File: config.mk
export PLATFORM = sky130hd
export DESIGN_NAME = input_port_ctrl
export DESIGN_NICKNAME = d
export VERILOG_FILES = /design/src/rtl/input_port_ctrl.sv
export SDC_FILE = /design/constraint.sdc
export NUM_CORES = 1
export LEC_CHECK = 0
export CORE_MARGIN = 2
export CORE_UTILIZATION = 47
export CTS_BUF_LIST = sky130_fd_sc_hd__clkbuf_4 sky130_fd_sc_hd__clkbuf_8
export CTS_CLUSTER_SIZE = 14
export DETAILED_ROUTE_END_ITERATION = 8
export MAX_ROUTING_LAYER = met4
export PLACE_DENSITY = 0.83
export REMOVE_ABC_BUFFERS = 1
export SYNTH_ARGS = -nofsm -noshare
export SYNTH_HDL_FRONTEND = slang
export SYNTH_SLANG_ARGS = --single-unit
File: constraint.sdc
create_clock -name clk -period 1.25 [get_ports clk]
set_clock_uncertainty 0.1 [all_clocks]
set_input_delay 0.1875 -clock clk [delete_from_list [all_inputs] [get_ports clk]]
set_output_delay 0.1875 -clock clk [all_outputs]
set_load 0.005 [all_outputs]
File: src/rtl/input_port_ctrl.sv
// ---------------------------------------------------------------------------
// input_port_ctrl
//   Producer side of the CPU input-port handshake. Synchronises the raw
//   switch bank and the "enter" push-button, debounces button press and
//   release, and on each clean press captures the switches into sw and
//   raises ready_in until the CPU acknowledges with in_ack.
//
// Ports
//   clk       in   1          system clock, rising edge
//   reset     in   1          synchronous active-high reset
//   btn_raw   in   1          asynchronous enter button, 1 = pressed
//   sw_raw    in   BUS_WIDTH  asynchronous switch bank
//   in_ack    in   1          CPU consumed sw this cycle
//   sw        out  BUS_WIDTH  captured switch value
//   ready_in  out  1          sw holds unconsumed data
//   overrun   out  1          sticky: capture happened while data unconsumed
// ---------------------------------------------------------------------------
module input_port_ctrl #(
  parameter int BUS_WIDTH       = 8,
  parameter int DEBOUNCE_CYCLES = 4
) (
  input  logic                 clk,
  input  logic                 reset,
  input  logic                 btn_raw,
  input  logic [BUS_WIDTH-1:0] sw_raw,
  input  logic                 in_ack,
  output logic [BUS_WIDTH-1:0] sw,
  output logic                 ready_in,
  output logic                 overrun
);

  localparam int CNT_W = $clog2(DEBOUNCE_CYCLES + 1);
  localparam logic [CNT_W-1:0] CNT_LAST = CNT_W'(DEBOUNCE_CYCLES - 1);
  localparam logic [CNT_W-1:0] CNT_ONE  = CNT_W'(1);

  typedef enum logic [1:0] {
    IDLE       = 2'd0,
    PRESS_DB   = 2'd1,
    RELEASE_DB = 2'd2
  } state_t;

  // -------------------------------------------------------------------------
  // Two-flop synchronisers
  // -------------------------------------------------------------------------
  logic btn_meta_reg;
  logic btn_s_reg;

  always_ff @(posedge clk) begin
    if (reset) begin
      btn_meta_reg <= 1'b0;
      btn_s_reg    <= 1'b0;
    end else begin
      btn_meta_reg <= btn_raw;
      btn_s_reg    <= btn_meta_reg;
    end
  end

  // Each switch bit is synchronised independently; the switches are expected
  // to be static around a press, so no cross-bit coherence is attempted.
  logic [BUS_WIDTH-1:0] sw_s;

  generate
    for (genvar gi = 0; gi < BUS_WIDTH; gi++) begin : g_sw_sync
      logic meta_reg;
      logic sync_reg;

      always_ff @(posedge clk) begin
        if (reset) begin
          meta_reg <= 1'b0;
          sync_reg <= 1'b0;
        end else begin
          meta_reg <= sw_raw[gi];
          sync_reg <= meta_reg;
        end
      end

      assign sw_s[gi] = sync_reg;
    end
  endgenerate

  // -------------------------------------------------------------------------
  // Debounce FSM
  // -------------------------------------------------------------------------
  state_t           state_reg, state_next;
  logic [CNT_W-1:0] cnt_reg, cnt_next;
  logic             capture;

  always_ff @(posedge clk) begin
    if (reset) begin
      state_reg <= IDLE;
      cnt_reg   <= '0;
    end else begin
      state_reg <= state_next;
      cnt_reg   <= cnt_next;
    end
  end

  always_comb begin
    state_next = state_reg;
    cnt_next   = cnt_reg;
    capture    = 1'b0;
    unique case (state_reg)
      IDLE: begin
        if (btn_s_reg) begin
          state_next = PRESS_DB;
          cnt_next   = CNT_ONE;
        end else begin
          cnt_next = '0;
        end
      end
      PRESS_DB: begin
        if (!btn_s_reg) begin
          state_next = IDLE;
          cnt_next   = '0;
        end else if (cnt_reg == CNT_LAST) begin
          capture    = 1'b1;
          state_next = RELEASE_DB;
          cnt_next   = '0;
        end else begin
          cnt_next = cnt_reg + CNT_ONE;
        end
      end
      RELEASE_DB: begin
        // Any high sample restarts the release count, so holding the button
        // can never lead to a second capture.
        if (btn_s_reg) begin
          cnt_next = '0;
        end else if (cnt_reg == CNT_LAST) begin
          state_next = IDLE;
          cnt_next   = '0;
        end else begin
          cnt_next = cnt_reg + CNT_ONE;
        end
      end
      default: begin
        state_next = IDLE;
        cnt_next   = '0;
      end
    endcase
  end

  // -------------------------------------------------------------------------
  // Capture / handshake registers
  // -------------------------------------------------------------------------
  logic [BUS_WIDTH-1:0] sw_reg;
  logic                 ready_in_reg;
  logic                 overrun_reg;

  always_ff @(posedge clk) begin
    if (reset) begin
      sw_reg       <= '0;
      ready_in_reg <= 1'b0;
      overrun_reg  <= 1'b0;
    end else if (capture) begin
      // A capture wins over a same-edge ack; an ack on that edge means the
      // old data was consumed, so it is not an overrun.
      sw_reg       <= sw_s;
      ready_in_reg <= 1'b1;
      if (ready_in_reg && !in_ack) begin
        overrun_reg <= 1'b1;
      end
    end else if (ready_in_reg && in_ack) begin
      ready_in_reg <= 1'b0;
    end
  end

  assign sw       = sw_reg;
  assign ready_in = ready_in_reg;
  assign overrun  = overrun_reg;

endmodule

# Yosys cells after proc, flatten, opt, wreduce, memory -nomap -nowiden
# Cells that the tools add are included.
# word_totals
reg_bits	33
ramBits	0
rom_bits	0
latchBits	0
mem_count	0
# op_classes
n_eq_ne	7
shift	0
magnitude_cmp	0
n_mul	0
n_reduce_logical	7
addsub	1
n_div	0
n_mux	16
bitwise	0
# ops
operator	n
2-to-1 mux 2 bit	5
2-to-1 mux 3 bit	3
case mux 3 bit (3 select lines)	1
2-to-1 mux 1 bit	6
!= test 2 bit (second input constant)	3
case mux 2 bit (3 select lines)	1
AND reduction 4 bit	1
adder 3 x 1 -> 3 bit (second input constant)	1
== test 3 x 2 -> 1 bit (second input constant)	1
!= test 3 bit (second input constant)	1
== test 2 x 1 -> 1 bit (second input constant)	1
== test 2 bit (second input constant)	1
logical AND 1 bit	2
logical NOT 2 bit	1
AND reduction 2 bit	1
nonzero test 2 bit	1
logical NOT 1 bit	1

# Depth between registers and ports, before layout
# depth
word_depth	5
ltp_mapped	5
ltp_nobuf	4

# Worst setup path after synthesis
# Ideal clock, no wire load.
# synth_path
path_type	reg2reg
from	reg cnt_reg[0]
to	reg sw_reg[0] (netlist: sw[0])
setup_slack_ns	-0.096
synth_period_minus_slack_ns	1.346
required_time_ns	1.030
stages_incl_launch_ff	6
setup_time_ns	0.120
t_arrival_ns	1.126
n_path_buf	1
path_cell_list	dfxtp_1 > ha_1 > and2b_1 > and3_1 > buf_4 > mux2i_1
# synth_via
elab_chain_len	4
# synth_lines
item	line	rtl
from (decl)	85	logic [CNT_W-1:0] cnt_reg, cnt_next;
from (signal assigned)	94	cnt_reg <= cnt_next;
== test 3 x 2 -> 1 bit	115	end else if (cnt_reg == CNT_LAST) begin
2-to-1 mux 1 bit	115	
2-to-1 mux 1 bit	112	if (!btn_s_reg) begin
2-to-1 mux 1 bit	102	unique case (state_reg)
to (signal assigned)	157	sw_reg <= sw_s;
to (decl)	145	logic [BUS_WIDTH-1:0] sw_reg;
# No other way between the ends.
# A chain may end at the register's enable or synchronous reset.

# Final worst setup path
# layout_path
from	reg cnt_reg[1]
to	reg sw_reg[6] (netlist: sw[6])
# Same word-level chain as after synthesis.

==> flow_summary.ini <==
[grt]
first_global_vias = 762
grt_start_max_net_pins = 37
grt_first_pass_wirelength_um = 3305
grt-ovfl-total = 0
antenna_found_initial = 0
global_route_usage_over_all_layers_pct = 17.56

[placed_design]
place.gp.congestion = 0.6836
number_of_port_buffers = 21
post-place-cells = 156
detailed_place_hpwl_um = 1287
postPlaceCellArea_mm2 = 0.001445

[layout]
postLayoutCellArea_mm2 = 0.001597
nets = 150
ratio_of_cells_with_drive_above_1_in_the_final_layout_pct = 28.26
syn2layout_area_growth_pct = 39.76
n_antenna_cell = 0
number_of_fill_cells_in_the_layout = 190
finalNonFillerCells = 166

[clocking]
tritoncts_sink_count = 33
holdBufCountCts = 0
cts_tree = built
cts_made_buffers = 5
cts_htree_levels = 2
clkSlewWorstSetupHoldPaths_ns = 0.11
clk_latency_ns = 0.33
clockRootBuffer = sky130_fd_sc_hd__clkbuf_4
cts_max_path_buffers = 2

[setup_path]
cp.arrival_ns = 1.44
cpLargestDelayFamily = simple AND/OR/NAND/NOR gates
end_kind = flip-flop
worstReg2RegStart = cnt_reg[1]$_SDFF_PP0_
critical_path_source = cnt_reg[1]$_SDFF_PP0_
path_class = reg2reg
crit_buf_inv = 0
timing.critical_path.fanout_max = 8
timing.critical_path.slowest_stage_cell = sky130_fd_sc_hd__dfxtp_2
timing.critical_path.slowest_cell_delay_ns = 0.36
cp_data_required_time_ns = 1.42
worstPathCellList = ha_4, and2b_1, and3_4, mux2i_1
setup.worst_path.start_class = flip-flop

[die]
io_pins = 22
core-area_mm2 = 0.002255
dieArea_mm2 = 0.002841
core_rows = 17
initial_utilization_pct = 50.67
fp.dieW_um = 53.30
vertical_extent_of_the_die_um = 53.30

[yosys]
most_frequent_cells_after_synthesis = sky130_fd_sc_hd__dfxtp_1, sky130_fd_sc_hd__nand2b_1, sky130_fd_sc_hd__nor2b_1
synth_seq_cells = 33
synth_top_area_cell = sky130_fd_sc_hd__dfxtp_1
synthDominantCellAreaShare_pct = 57.83
synth_cell_type_count = 21
ys_warn_count = 0
synthesis.instances = 103
post-synth-top-count-cell = sky130_fd_sc_hd__dfxtp_1
syn_avg_cell_area_um2 = 11.09
yosysSeqAreaShare_pct = 57.83
synth_ff_type = sky130_fd_sc_hd__dfxtp_1
synth_area_leaders = sky130_fd_sc_hd__dfxtp_1, sky130_fd_sc_hd__nand2b_1, sky130_fd_sc_hd__nor2b_1
async_flop_share_pct = 0
synth-edff-count = 0
netlist_area_mm2 = 0.001142

[sta]
setup_ws_ns = -0.02422
fin_worst_hold_slack_ns = 0.2906
final.min_clock_period_ns = 1.274
max_clock_freq_mhz = 784.8
rsz0062_at_grt = true
timing.final.crit_share_pct = 101.9
relSlewSlack_pct = 88.48
worst-slew-pin-transition_ns = 0.1713
total_negative_setup_slack_ns = -0.07603
timing_hold_violations_final = 0
timing.final.setup_violations = 7
drv_slew = 0

[min_path]
holdCritStartpoint = sw_raw[2]
worstHoldPathType = in2reg

[drt]
dr.first_iter.drc_count = 4
detailedRoute.firstPassIterationCount = 4
routed_wire_length_per_instance_um = 11.27
drt_drc_violations_left = 0
drt-total-wl_um = 1871
detailroute.via_count = 783
detail_route.vias_per_cell = 4.717
drtAntennaViolNets = 0

[status]
status = complete, but fails checks
failed_checks = negative setup slack

[power]
p_leak_nw = 0.6553
power_per_cell_area_mw_per_mm2 = 1362
vdd_drop_max_uv = 1436

[flow_run]
drv_cap = 0
==> area by class of cell <==
class | count | area [µm²] | share of cell area, %
Timing Repair Buffer | 32 | 297.8 | 18.65
Tap cell | 28 | 35.03 | 2.194
Clock inverter | 3 | 65.06 | 4.075
Sequential cell | 33 | 680.7 | 42.63
Clock buffer | 5 | 37.54 | 2.351
Multi-Input combinational cell | 65 | 480.5 | 30.09
==> cells in the final DEF (no fill, tap or decap), types with 4 or more instances in the layout <==
cell                              instances
sky130_fd_sc_hd__clkdlybuf4s50_1         11
sky130_fd_sc_hd__nor2b_1                 19
sky130_fd_sc_hd__dfxtp_2                 13
sky130_fd_sc_hd__dfxtp_1                 19
sky130_fd_sc_hd__nand2b_1                20
sky130_fd_sc_hd__clkbuf_4                 5
sky130_fd_sc_hd__dlygate4sd2_1            6
sky130_fd_sc_hd__mux2i_1                  8
sky130_fd_sc_hd__buf_4                   10
sky130_fd_sc_hd__clkdlybuf4s15_1          4
==> logic make-up after synthesis <==
family	synth area share, %
flops	57.83
mux	7.010
fa+ha+maj	1.095
simple gates	27.05
buf+inv	1.971
compound gates	5.038
==> power by group <==
part / internal (mW) / switching (mW)
registers: 1.08 / 0.00907
logic: 0.0723 / 0.0336
clock network: 0.619 / 0.361
total: 1.77 / 0.403
==> layer usage <==
layer	wire [µm]	share of wire (%)	vias up	global-route usage [%]
met3	103	5.5	8	7.627
met5	0	0	-	-
met2	933	50	17	28.19
met4	48	2.6	0	8.974
li1	-	-	398	-
met1	785	42	360	18.20
==> stage by stage <==
| step | worst slack, ns | total power [mW] | util, % |
|---|---|---|---|
| 2_1_floorplan | -0.1932 | 1.147 | - |
| 3_3_place_gp | -0.1992 | 1.214 | 64.10 |
| 3_5_place_dp | -0.2591 | 1.219 | 64.10 |
| 4_1_cts | -0.02573 | 2.193 | 69.92 |
| 5_1_grt | -0.1008 | 2.246 | 70.81 |
| 6_report | -0.02422 | 2.174 | 70.81 |
==> repair_timing <==
action                     4_1_cts  5_1_grt
resized for setup               27        7
setup buffers                    2        1
pin swaps                        5        3
setup endpoints to repair       22       18
==> worst paths after layout <==
check	cells after the start	slack [ns]	to
worst max-delay path	4	-0.02	sw[6]$_SDFFE_PP0P_
worst min-delay path	2	0.29	g_sw_sync[2].meta_reg$_SDFF_PP0_
worst max register to register	4	-0.02	sw[6]$_SDFFE_PP0P_
worst min register to register	2	0.35	sw[0]$_SDFFE_PP0P_
No activity file was read; power rests on OpenSTA's default activity.
